==> src/rtl/load_store_unit_if.sv <==
// Bundle of the EX-side request, data-memory and writeback signals of the load/store unit.
// The slave modport is the LSU itself; the master modport is the pipeline/memory side.
interface load_store_unit_if;
  logic        req_valid_i;
  logic        req_ready_o;
  logic        req_we_i;
  logic [2:0]  req_funct3_i;
  logic [31:0] req_addr_i;
  logic [31:0] req_wdata_i;
  logic [4:0]  req_rd_i;

  logic        mem_req_o;
  logic        mem_we_o;
  logic [31:0] mem_addr_o;
  logic [3:0]  mem_be_o;
  logic [31:0] mem_wdata_o;
  logic        mem_gnt_i;
  logic        mem_rvalid_i;
  logic [31:0] mem_rdata_i;

  logic        rsp_valid_o;
  logic        rsp_wb_o;
  logic [4:0]  rsp_rd_o;
  logic [31:0] rsp_rdata_o;
  logic        rsp_misalign_o;

  modport slave (
    input  req_valid_i, req_we_i, req_funct3_i, req_addr_i, req_wdata_i, req_rd_i,
    input  mem_gnt_i, mem_rvalid_i, mem_rdata_i,
    output req_ready_o,
    output mem_req_o, mem_we_o, mem_addr_o, mem_be_o, mem_wdata_o,
    output rsp_valid_o, rsp_wb_o, rsp_rd_o, rsp_rdata_o, rsp_misalign_o
  );

  modport master (
    output req_valid_i, req_we_i, req_funct3_i, req_addr_i, req_wdata_i, req_rd_i,
    output mem_gnt_i, mem_rvalid_i, mem_rdata_i,
    input  req_ready_o,
    input  mem_req_o, mem_we_o, mem_addr_o, mem_be_o, mem_wdata_o,
    input  rsp_valid_o, rsp_wb_o, rsp_rd_o, rsp_rdata_o, rsp_misalign_o
  );
endinterface

==> src/rtl/load_store_unit.sv <==
// RV32I load/store unit: one memory operation in flight, byte-lane steering and load extension.
// Optional LSU_MISALIGN_TRAP_EN: misaligned halfword/word accesses skip memory and report rsp_misalign_o.
//
// state | meaning
// IDLE  | ready for a new op from EX
// REQ   | mem_req_o asserted, waiting for mem_gnt_i (or misalign trap response)
// WAIT  | load granted, waiting for mem_rvalid_i
// RESP  | one-cycle rsp_valid_o to writeback
module load_store_unit (
  input logic clk_i,
  input logic rst_i,
  load_store_unit_if.slave lsu
);

  typedef enum logic [1:0] {IDLE, REQ, WAIT, RESP} state_t;
  typedef enum logic [1:0] {SZ_B, SZ_H, SZ_W} size_t;

  state_t      state;
  logic        we_q;
  logic [2:0]  funct3_q;
  logic [1:0]  offs_q;
  logic [4:0]  rd_q;

  logic        mem_req_q;
  logic        mem_we_q;
  logic [31:0] mem_addr_q;
  logic [3:0]  mem_be_q;
  logic [31:0] mem_wdata_q;
  logic        rsp_valid_q;
  logic        rsp_wb_q;
  logic [4:0]  rsp_rd_q;
  logic [31:0] rsp_rdata_q;

  size_t       req_size;

  // Undefined funct3 encodings fall through to a word access.
  function automatic size_t op_size(input logic we, input logic [2:0] f3);
    size_t s;
    s = SZ_W;
    if (we) begin
      case (f3)
        3'b000:  s = SZ_B;
        3'b001:  s = SZ_H;
        default: s = SZ_W;
      endcase
    end else begin
      case (f3)
        3'b000, 3'b100: s = SZ_B;
        3'b001, 3'b101: s = SZ_H;
        default:        s = SZ_W;
      endcase
    end
    return s;
  endfunction

  function automatic logic [3:0] lane_be(input size_t s, input logic [1:0] offs);
    logic [3:0] be;
    case (s)
      SZ_B:    be = 4'b0001 << offs;
      SZ_H:    be = offs[1] ? 4'b1100 : 4'b0011;
      default: be = 4'b1111;
    endcase
    return be;
  endfunction

  function automatic logic [31:0] lane_wdata(input size_t s, input logic [31:0] wdata);
    logic [31:0] d;
    case (s)
      SZ_B:    d = {4{wdata[7:0]}};
      SZ_H:    d = {2{wdata[15:0]}};
      default: d = wdata;
    endcase
    return d;
  endfunction

  // Halfword lane selection uses only offs[1], so an odd halfword address reads the aligned-down half.
  function automatic logic [31:0] load_extend(input logic [2:0] f3, input logic [1:0] offs,
                                              input logic [31:0] rdata);
    logic [7:0]  b;
    logic [15:0] h;
    logic [31:0] r;
    case (offs)
      2'd0:    b = rdata[7:0];
      2'd1:    b = rdata[15:8];
      2'd2:    b = rdata[23:16];
      default: b = rdata[31:24];
    endcase
    h = offs[1] ? rdata[31:16] : rdata[15:0];
    case (op_size(1'b0, f3))
      SZ_B:    r = f3[2] ? {24'h0, b} : {{24{b[7]}}, b};
      SZ_H:    r = f3[2] ? {16'h0, h} : {{16{h[15]}}, h};
      default: r = rdata;
    endcase
    return r;
  endfunction

`ifdef LSU_MISALIGN_TRAP_EN
  logic misalign_q;
  logic rsp_misalign_q;

  function automatic logic is_misaligned(input size_t s, input logic [1:0] offs);
    logic m;
    case (s)
      SZ_H:    m = offs[0];
      SZ_W:    m = (offs != 2'b00);
      default: m = 1'b0;
    endcase
    return m;
  endfunction

  assign lsu.rsp_misalign_o = rsp_misalign_q;
`else
  assign lsu.rsp_misalign_o = 1'b0;
`endif

  assign req_size = op_size(lsu.req_we_i, lsu.req_funct3_i);

  always_ff @(posedge clk_i or posedge rst_i) begin
    if (rst_i) begin
      state       <= IDLE;
      we_q        <= 1'b0;
      funct3_q    <= 3'b000;
      offs_q      <= 2'b00;
      rd_q        <= 5'd0;
      mem_req_q   <= 1'b0;
      mem_we_q    <= 1'b0;
      mem_addr_q  <= 32'h0;
      mem_be_q    <= 4'h0;
      mem_wdata_q <= 32'h0;
      rsp_valid_q <= 1'b0;
      rsp_wb_q    <= 1'b0;
      rsp_rd_q    <= 5'd0;
      rsp_rdata_q <= 32'h0;
`ifdef LSU_MISALIGN_TRAP_EN
      misalign_q     <= 1'b0;
      rsp_misalign_q <= 1'b0;
`endif
    end else begin
      case (state)
        IDLE: begin
          if (lsu.req_valid_i) begin
            we_q        <= lsu.req_we_i;
            funct3_q    <= lsu.req_funct3_i;
            offs_q      <= lsu.req_addr_i[1:0];
            rd_q        <= lsu.req_rd_i;
            mem_we_q    <= lsu.req_we_i;
            mem_addr_q  <= {lsu.req_addr_i[31:2], 2'b00};
            mem_be_q    <= lane_be(req_size, lsu.req_addr_i[1:0]);
            mem_wdata_q <= lane_wdata(req_size, lsu.req_wdata_i);
`ifdef LSU_MISALIGN_TRAP_EN
            misalign_q  <= is_misaligned(req_size, lsu.req_addr_i[1:0]);
            mem_req_q   <= !is_misaligned(req_size, lsu.req_addr_i[1:0]);
`else
            mem_req_q   <= 1'b1;
`endif
            state       <= REQ;
          end
        end
        REQ: begin
`ifdef LSU_MISALIGN_TRAP_EN
          if (misalign_q) begin
            rsp_valid_q    <= 1'b1;
            rsp_wb_q       <= 1'b0;
            rsp_misalign_q <= 1'b1;
            rsp_rd_q       <= rd_q;
            state          <= RESP;
          end else
`endif
          if (lsu.mem_gnt_i) begin
            mem_req_q <= 1'b0;
            if (we_q) begin
              rsp_valid_q <= 1'b1;
              rsp_wb_q    <= 1'b0;
              rsp_rd_q    <= rd_q;
              state       <= RESP;
            end else begin
              state <= WAIT;
            end
          end
        end
        WAIT: begin
          if (lsu.mem_rvalid_i) begin
            rsp_rdata_q <= load_extend(funct3_q, offs_q, lsu.mem_rdata_i);
            rsp_valid_q <= 1'b1;
            rsp_wb_q    <= 1'b1;
            rsp_rd_q    <= rd_q;
            state       <= RESP;
          end
        end
        RESP: begin
          rsp_valid_q <= 1'b0;
          rsp_wb_q    <= 1'b0;
`ifdef LSU_MISALIGN_TRAP_EN
          rsp_misalign_q <= 1'b0;
`endif
          state       <= IDLE;
        end
        default: state <= IDLE;
      endcase
    end
  end

  assign lsu.req_ready_o = (state == IDLE);
  assign lsu.mem_req_o   = mem_req_q;
  assign lsu.mem_we_o    = mem_we_q;
  assign lsu.mem_addr_o  = mem_addr_q;
  assign lsu.mem_be_o    = mem_be_q;
  assign lsu.mem_wdata_o = mem_wdata_q;
  assign lsu.rsp_valid_o = rsp_valid_q;
  assign lsu.rsp_wb_o    = rsp_wb_q;
  assign lsu.rsp_rd_o    = rsp_rd_q;
  assign lsu.rsp_rdata_o = rsp_rdata_q;

endmodule

==> src/flat_wrapper.sv <==
// flat-port wrapper written by rule: the top's interface ports become plain ports
module load_store_unit_flat 
  (clk_i, rst_i, lsu_req_valid_i, lsu_req_we_i, lsu_req_funct3_i, lsu_req_addr_i, lsu_req_wdata_i, lsu_req_rd_i, lsu_mem_gnt_i, lsu_mem_rvalid_i, lsu_mem_rdata_i, lsu_req_ready_o, lsu_mem_req_o, lsu_mem_we_o, lsu_mem_addr_o, lsu_mem_be_o, lsu_mem_wdata_o, lsu_rsp_valid_o, lsu_rsp_wb_o, lsu_rsp_rd_o, lsu_rsp_rdata_o, lsu_rsp_misalign_o);
  load_store_unit_if lsu_i ();
  input logic clk_i;
  input logic rst_i;
  input wire logic [$bits(lsu_i.req_valid_i)-1:0] lsu_req_valid_i;
  input wire logic [$bits(lsu_i.req_we_i)-1:0] lsu_req_we_i;
  input wire logic [$bits(lsu_i.req_funct3_i)-1:0] lsu_req_funct3_i;
  input wire logic [$bits(lsu_i.req_addr_i)-1:0] lsu_req_addr_i;
  input wire logic [$bits(lsu_i.req_wdata_i)-1:0] lsu_req_wdata_i;
  input wire logic [$bits(lsu_i.req_rd_i)-1:0] lsu_req_rd_i;
  input wire logic [$bits(lsu_i.mem_gnt_i)-1:0] lsu_mem_gnt_i;
  input wire logic [$bits(lsu_i.mem_rvalid_i)-1:0] lsu_mem_rvalid_i;
  input wire logic [$bits(lsu_i.mem_rdata_i)-1:0] lsu_mem_rdata_i;
  output wire logic [$bits(lsu_i.req_ready_o)-1:0] lsu_req_ready_o;
  output wire logic [$bits(lsu_i.mem_req_o)-1:0] lsu_mem_req_o;
  output wire logic [$bits(lsu_i.mem_we_o)-1:0] lsu_mem_we_o;
  output wire logic [$bits(lsu_i.mem_addr_o)-1:0] lsu_mem_addr_o;
  output wire logic [$bits(lsu_i.mem_be_o)-1:0] lsu_mem_be_o;
  output wire logic [$bits(lsu_i.mem_wdata_o)-1:0] lsu_mem_wdata_o;
  output wire logic [$bits(lsu_i.rsp_valid_o)-1:0] lsu_rsp_valid_o;
  output wire logic [$bits(lsu_i.rsp_wb_o)-1:0] lsu_rsp_wb_o;
  output wire logic [$bits(lsu_i.rsp_rd_o)-1:0] lsu_rsp_rd_o;
  output wire logic [$bits(lsu_i.rsp_rdata_o)-1:0] lsu_rsp_rdata_o;
  output wire logic [$bits(lsu_i.rsp_misalign_o)-1:0] lsu_rsp_misalign_o;
  assign lsu_i.req_valid_i = lsu_req_valid_i;
  assign lsu_i.req_we_i = lsu_req_we_i;
  assign lsu_i.req_funct3_i = lsu_req_funct3_i;
  assign lsu_i.req_addr_i = lsu_req_addr_i;
  assign lsu_i.req_wdata_i = lsu_req_wdata_i;
  assign lsu_i.req_rd_i = lsu_req_rd_i;
  assign lsu_i.mem_gnt_i = lsu_mem_gnt_i;
  assign lsu_i.mem_rvalid_i = lsu_mem_rvalid_i;
  assign lsu_i.mem_rdata_i = lsu_mem_rdata_i;
  assign lsu_req_ready_o = lsu_i.req_ready_o;
  assign lsu_mem_req_o = lsu_i.mem_req_o;
  assign lsu_mem_we_o = lsu_i.mem_we_o;
  assign lsu_mem_addr_o = lsu_i.mem_addr_o;
  assign lsu_mem_be_o = lsu_i.mem_be_o;
  assign lsu_mem_wdata_o = lsu_i.mem_wdata_o;
  assign lsu_rsp_valid_o = lsu_i.rsp_valid_o;
  assign lsu_rsp_wb_o = lsu_i.rsp_wb_o;
  assign lsu_rsp_rd_o = lsu_i.rsp_rd_o;
  assign lsu_rsp_rdata_o = lsu_i.rsp_rdata_o;
  assign lsu_rsp_misalign_o = lsu_i.rsp_misalign_o;
  load_store_unit u_core (.clk_i(clk_i), .rst_i(rst_i), .lsu(lsu_i));
endmodule
==> config.mk <==
export PLATFORM = sky130hd
export DESIGN_NAME = load_store_unit_flat
export DESIGN_NICKNAME = d
export VERILOG_FILES = /design/src/rtl/load_store_unit_if.sv /design/src/rtl/load_store_unit.sv /design/src/flat_wrapper.sv
export SDC_FILE = /design/constraint.sdc
export NUM_CORES = 1
export LEC_CHECK = 0
export BUFFER_PORTS_ARGS = -buffer_cell sky130_fd_sc_hd__buf_2
export CORE_ASPECT_RATIO = 0.5
export CORE_MARGIN = 5
export CORE_UTILIZATION = 48
export DETAILED_ROUTE_END_ITERATION = 10
export HOLD_SLACK_MARGIN = 0.08
export PLACE_DENSITY = 0.8
export SETUP_SLACK_MARGIN = 0.3
export SKIP_CTS_REPAIR_TIMING = 1
export SLEW_MARGIN = 30
export SYNTH_ARGS = -nofsm -noshare
export SYNTH_HDL_FRONTEND = slang
export SYNTH_SLANG_ARGS = --single-unit
==> constraint.sdc <==
create_clock -name clk_i -period 4.5 [get_ports clk_i]
set_input_delay 0.45 -clock clk_i [delete_from_list [all_inputs] [get_ports clk_i]]
set_output_delay 0.45 -clock clk_i [all_outputs]
set_load 0.005 [all_outputs]
==> results of run 1 <==
-- worst max-delay path by stage --
stage	startpoint	to	slack [ns]	cells after the start
3_5_place_dp	lsu_req_we_i	u_core.lsu.mem_wdata_o[13]	2.16	6
2_1_floorplan	rst_i	u_core.funct3_q[0]	0.89	1
4_1_cts	u_core.state[0]	u_core.lsu.rsp_rdata_o[9]	2.24	5
3_3_place_gp	u_core.state[0]	u_core.lsu.rsp_rdata_o[13]	2.24	6
6_report	u_core.funct3_q[1]	u_core.lsu.rsp_rdata_o[9]	2.29	4
5_1_grt	u_core.funct3_q[1]	u_core.lsu.rsp_rdata_o[9]	2.09	4
-- worst max-delay path: cells and delay by family, from the launching register on --
| family | cells | cell delay, ns |
|---|---|---|
| DFF | 1 | 0.83 |
| and+or+nand+nor | 1 | 0.39 |
| AOI/OAI and AO/OA | 3 | 0.87 |
-- metrics by stage --
stage	cells	hold slack [ns]
floorplan	579	0.440
global placement	904	0.450
detailed placement	904	0.456
CTS	935	0.0300
global route	936	0.237
finish	936	0.240
-- per-layer routing --
layer	vias to the layer above	part of all wire
met3	34	0.060
met5	-	0
met4	0	0.028
met1	2375	0.41
met2	172	0.51
li1	2337	-
-- cell families after synthesis --
family,after synthesis,share of synthesized area
compound gates,124,0.143
fa+ha+maj,4,0.00926
simple gates,242,0.180
other cells,1,0.000694
buf+inv,46,0.0371
mux,41,0.0794
flops,119,0.551
-- power by group through the flow --
stage               Combinational (mW)  Clock, mW  Sequential [mW]
global route                      2.01       1.46             2.00
global placement                  1.73          0             1.91
finish                            1.77       1.39             1.92
detailed placement                1.79          0             1.93
floorplan                         1.04          0             1.89
CTS                               1.80       1.40             1.93
-- registers in the layout, indices dropped and copies added, names as in the netlist --
name                    count
u_core.lsu.mem_wdata_o     32
u_core.lsu.rsp_rdata_o     32
u_core.lsu.mem_addr_o      30
u_core.lsu.rsp_rd_o         5
u_core.rd_q                 5
u_core.lsu.mem_be_o         4
u_core.funct3_q             3
u_core.offs_q               2
u_core.state                2
u_core.lsu.mem_req_o        1
u_core.lsu.mem_we_o         1
u_core.lsu.rsp_valid_o      1
u_core.lsu.rsp_wb_o         1
-- synthesized netlist by cell type, drive strengths merged (4+ instances only) --
cell type,number,share of area
a21oi,44,0.048
a311oi,6,0.0097
a31oi,5,0.0058
buf,12,0.013
clkbuf,29,0.020
dfrtp,119,0.55
ha,4,0.0093
inv,5,0.0035
mux2,15,0.031
mux2i,26,0.048
nand2,195,0.14
nand2b,4,0.0046
nor2,24,0.017
nor2b,6,0.0069
o21ai,44,0.041
o31ai,6,0.0083
o32ai,6,0.0097
or3,7,0.0081
-- cell type report --
cell class              count  area [sq um]
repair buffers            222          1130
flip-flops and latches    119          2980
clock buffers              22           484
inverters                   5          21.3
fillers                   928          3850
well taps                 145           181
multi-input cells         414          2250
clock inverters             9           123
==> flow_summary.ini, run 1 <==
[pwr]
power.total_mw = 5.09
power.switching_mw = 1.80
combPwrFrac = 0.349
p_leak_nw = 3.73
peakVddDrop_uv = 346
power_frac_seq = 0.378
p_int_mw = 3.29
switching_share = 0.353
p_per_area_nw_per_um2 = 711
p_clk_frac = 0.274

[layout]
final_cell_mix = buf_2 (217), nand2_1 (193), dfrtp_1 (119), o21ai_0 (44), a21oi_1 (33)
final_core_util = 0.650
drive_gt1_frac = 0.358
final_common_cell = buf_2
synthToLayoutAreaGrowth_pct = 32.6
antenna_cells = 0
nNetsFinal = 893
fin_area_sq_um = 7160

[run_status]
run_status = completed

[sta]
min_period_over_period = 0.491
hold_viol = 0
relSlewSlack = 0.376
setup_violations = 0
setup_tns_ns = 0
max_freq_mhz = 452
skew_ns = 0.0105
tightest_slew_ns = 0.935
layout_setup_ws_ns = 2.29
min_period_ns = 2.21
slew_violations = 0
rsz0062_at_grt = no

[cts]
clk_pin_slew_ns = 0.05
htreeDepth = 4
cts_tree = built
clk_latency_ns = 0.40
cts_sinks = 119
numCtsBuffers = 17
cts_buffer_depth = 2
clock-root-buffer = clkbuf_16

[setup_path]
r2r_setup_slack_ns = 2.29
crit_fanout = 24
max_stage_delay_ns = 0.83
critPathRequiredTime_ns = 4.77
slowest_stage = dfrtp_1
r2r-end = u_core.lsu.rsp_rdata_o[9]
reg2reg_depth = 4
reg2reg_from = u_core.funct3_q[1]
path_cells = or3b_1 > a2bb2oi_1 > o211a_1 > a21oi_1
critical_path_class = reg -> reg
cp_data_arrival_time_ns = 2.48
endpoint_kind = flip-flop
start_kind = flip-flop

[routing]
first_iter_violations = 290
wire_per_inst_um = 16.7
postRouteAntennaNets = 0
num_vias = 4918
routed_via_density = 5.25
route.detailed.drc = 0
wl_um = 15600
first_pass_iters = 4

[synth]
syn_avg_cell_area_sq_um = 9.36
yosysSeqAreaShare = 0.551
synth_area_sq_um = 5400
synth-main-ff-cell = dfrtp_1
async_flop_share = 1.00
synth.distinct_cells = 36
synth_seq_cells = 119
yosys_warnings = 0
synth_edf_count = 0
synth_cells = 577

[place]
dpl.hpwl_um = 11100
portBuffers = 217
place.gp.congestion = 0.825
place_area_sq_um = 6550
dp_slack_ns = 2.16

[die]
fp.dieH_um = 85.0
fp.dieW_um = 160
initial_core_util = 0.491
ios = 221
die_area_sq_um = 13600
core_sq_um = 11000
num_rows = 27

[global_route]
met2_usage = 0.400
grt.met3_usage = 0.0602
grt_busiest_layer = met2
overflow = 0
antenna_found_initial = 0
grt_max_degree = 62
use_met1 = 0.281
groute.usage.overall = 0.232
grt_pass1_vias = 5136
grt_pass1_wl_um = 25600

[worst_hold_path]
holdPathEnd = u_core.lsu.mem_addr_o[14]
whs_path_depth = 3
hp-class = in -> reg
min_from = lsu_req_addr_i[14]

[run]
drv_cap = 0
Note: power is estimated with default switching activity, not from simulation.
==> run 2: changes to the inputs <==
--- a/config.mk
+++ b/config.mk
@@ -5,13 +5,14 @@
 export SDC_FILE = /design/constraint.sdc
 export NUM_CORES = 1
 export LEC_CHECK = 0
+export ABC_AREA = 1
 export BUFFER_PORTS_ARGS = -buffer_cell sky130_fd_sc_hd__buf_2
 export CORE_ASPECT_RATIO = 0.5
 export CORE_MARGIN = 5
-export CORE_UTILIZATION = 48
+export CORE_UTILIZATION = 49
 export DETAILED_ROUTE_END_ITERATION = 10
 export HOLD_SLACK_MARGIN = 0.08
-export PLACE_DENSITY = 0.8
+export PLACE_DENSITY = 0.81
 export SETUP_SLACK_MARGIN = 0.3
 export SKIP_CTS_REPAIR_TIMING = 1
 export SLEW_MARGIN = 30
==> constraint.sdc (replaced) <==
create_clock -name clk_i -period 2.1 [get_ports clk_i]
set_input_delay 0.21 -clock clk_i [delete_from_list [all_inputs] [get_ports clk_i]]
set_output_delay 0.21 -clock clk_i [all_outputs]
set_load 0.005 [all_outputs]
==> run 2 against run 1 <==
  * Synthesized cell count is 19% higher
  * Power is 130% higher
  * Highest routed layer unchanged
  * Critical endpoint is now u_core.lsu.mem_wdata_o[19]
  * Flip-flop and latch count stayed put
  * Critical path type unchanged
==> flow_summary.ini, run 2 <==
[run_status]
run_status = completed

[synth]
synth-main-ff-cell = dfrtp_1
post-synth-top-area-cell = dfrtp_1
synth_cells = 685
synth_area_sq_um = 5510
async_flop_share = 1.00
post-synth-top-count-cell = nand2_1
synth.distinct_cells = 28
synth_seq_cells = 119
yosys_warnings = 0
synth_top_area_share = 0.541
syn_avg_cell_area_sq_um = 8.04
synthTopCellsByArea = dfrtp_1 (54%), nand2_1 (17%), nor2_1 (6.0%)
yosysSeqAreaShare = 0.541
synth_commonest_cells = nand2_1 (245), dfrtp_1 (119), nor2_1 (88), a21oi_1 (56), o21ai_0 (42)
synth_edf_count = 0

[setup_path]
cp_data_arrival_time_ns = 2.06
r2r-end = u_core.lsu.mem_wdata_o[19]
crit_fanout = 42
critPathRequiredTime_ns = 2.42
r2r_setup_slack_ns = 0.37
start_kind = flip-flop
critical_path_class = reg -> reg
reg2reg_depth = 7
reg2reg_from = u_core.state[1]
endpoint_kind = flip-flop

[routing]
num_vias = 5725
first_iter_violations = 519
wire_per_inst_um = 15.9
wl_um = 17600
route.detailed.drc = 0
routed_via_density = 5.19
first_pass_iters = 5
postRouteAntennaNets = 0

[place]
place.gp.congestion = 0.907
dpl.hpwl_um = 11500
dp_slack_ns = 0.253
portBuffers = 217

[layout]
antenna_cells = 0
regArea_sq_um = 2980
final_core_util = 0.718
fillerInstances = 850
drive_gt1_frac = 0.301
final_cell_mix = nand2_1 (245), buf_2 (217), dfrtp_1 (118), nor2_1 (87), a21oi_1 (56)
synthToLayoutAreaGrowth_pct = 43.2
multi_input_area_sq_um = 2190
nNetsFinal = 1060
final_common_cell = nand2_1

[pwr]
switching_share = 0.374
p_int_mw = 7.34
power.switching_mw = 4.39
power_frac_seq = 0.352
combPwrFrac = 0.385
p_clk_frac = 0.263
p_leak_nw = 4.21
peakVddDrop_uv = 689
p_per_area_nw_per_um2 = 1490

[sta]
tightest_slew_ns = 0.571
min_period_ns = 1.73
setup_violations = 0
setup_tns_ns = 0
skew_ns = 0.00748
layout_setup_ws_ns = 0.365
slew_violations = 0
hold_slack_ns = 0.0543
relSlewSlack = 0.618
max_freq_mhz = 576
hold_viol = 0
min_period_over_period = 0.826
rsz0062_at_grt = no

[die]
num_rows = 27
ios = 221
fp.dieW_um = 160
die_area_sq_um = 13600
core_sq_um = 11000
initial_core_util = 0.502
fp.dieH_um = 85.0

[global_route]
grt_busiest_layer = met2
grt_pass1_vias = 5431
grt_max_degree = 86
use_met1 = 0.309
overflow = 0
grt.met3_usage = 0.0577
groute.usage.overall = 0.236
grt_pass1_wl_um = 26300
met2_usage = 0.382
antenna_found_initial = 0

[cts]
cts_sinks = 119
clk_pin_slew_ns = 0.06
htreeDepth = 4
cts_buffer_depth = 2
clk_latency_ns = 0.40
clock-root-buffer = clkbuf_16
cts_tree = built
numCtsBuffers = 17

[worst_hold_path]
whs_path_depth = 3
holdPathEnd = u_core.lsu.mem_wdata_o[22]
hp-class = in -> reg
min_from = lsu_req_wdata_i[22]

[run]
drv_cap = 0
run 2: cell types whose count changed in the layout (fill, tap and decap cells not counted), sizes merged, moves of 7 or more:
cell         change
dlygate4sd3     +45
nand3           +18
mux2            -15
nor2            +65
a21oi           +22
or3              -7
nand2           +57
buf              +8
inv             +32
mux2i           -26
run 2: cell type report:
class                           instances  area share
Clock buffer                           20      0.0566
Clock inverter                         12      0.0222
Inverter                               38      0.0203
Multi-Input combinational cell        493       0.277
Sequential cell                       119       0.378
Tap cell                              145      0.0230
Timing Repair Buffer                  277       0.223
run 2: critical path, cell delays in order, from the launching register on:
cell,delay (ns)
dfrtp_1,0.41
inv_1,0.14
ha_2,0.25
nand2_4,0.17
inv_2,0.21
clkbuf_16,0.28
nor2_1,0.06
nor2_1,0.12
run 2: stage by stage:
step | cells | power (mW) | cell area [sq um]
final | 1104 | 11.7 | 7890
after global routing | 1104 | 12.6 | 7890
after CTS | 1056 | 11.5 | 7350
after detailed placement | 1024 | 8.40 | 6730
after global placement | 1024 | 8.25 | 6730
after floorplan | 687 | 6.67 | 5520
run 2: kinds of logic after synthesis:
kind of cell,share of synthesized area
and+or+nand+nor,0.256
DFF,0.541
buffers and inverters,0.0654
adders and majority gates,0.00909
AOI/OAI and AO/OA,0.128
other,0.000681
run 2: layer usage:
| layer | up-vias | wire, um |
|---|---|---|
| met3 | 45 | 1220 |
| met2 | 273 | 8380 |
| li1 | 2697 | - |
| met5 | - | 0 |
| met1 | 2710 | 7430 |
| met4 | 0 | 561 |
run 2: power by group through the flow:
stage	Clock [mW]	Sequential, mW	Combinational [mW]
floorplan	0	4.05	2.62
global placement	0	4.11	4.14
detailed placement	0	4.12	4.28
CTS	3.11	4.11	4.30
global route	3.22	4.29	5.09
finish	3.08	4.13	4.52
run 2: worst max-delay path by stage:
| stage | cells past startpoint | endpoint | slack [ns] | from |
|---|---|---|---|---|
| 2_1_floorplan | 1 | u_core.funct3_q[0] | 0.43 | rst_i |
| 3_3_place_gp | 7 | u_core.lsu.mem_wdata_o[15] | 0.34 | u_core.state[0] |
| 3_5_place_dp | 7 | u_core.lsu.mem_wdata_o[14] | 0.25 | u_core.state[1] |
| 4_1_cts | 7 | u_core.lsu.mem_wdata_o[10] | 0.23 | u_core.state[1] |
| 5_1_grt | 7 | u_core.lsu.mem_wdata_o[19] | 0.27 | u_core.state[1] |
| 6_report | 7 | u_core.lsu.mem_wdata_o[19] | 0.37 | u_core.state[1] |
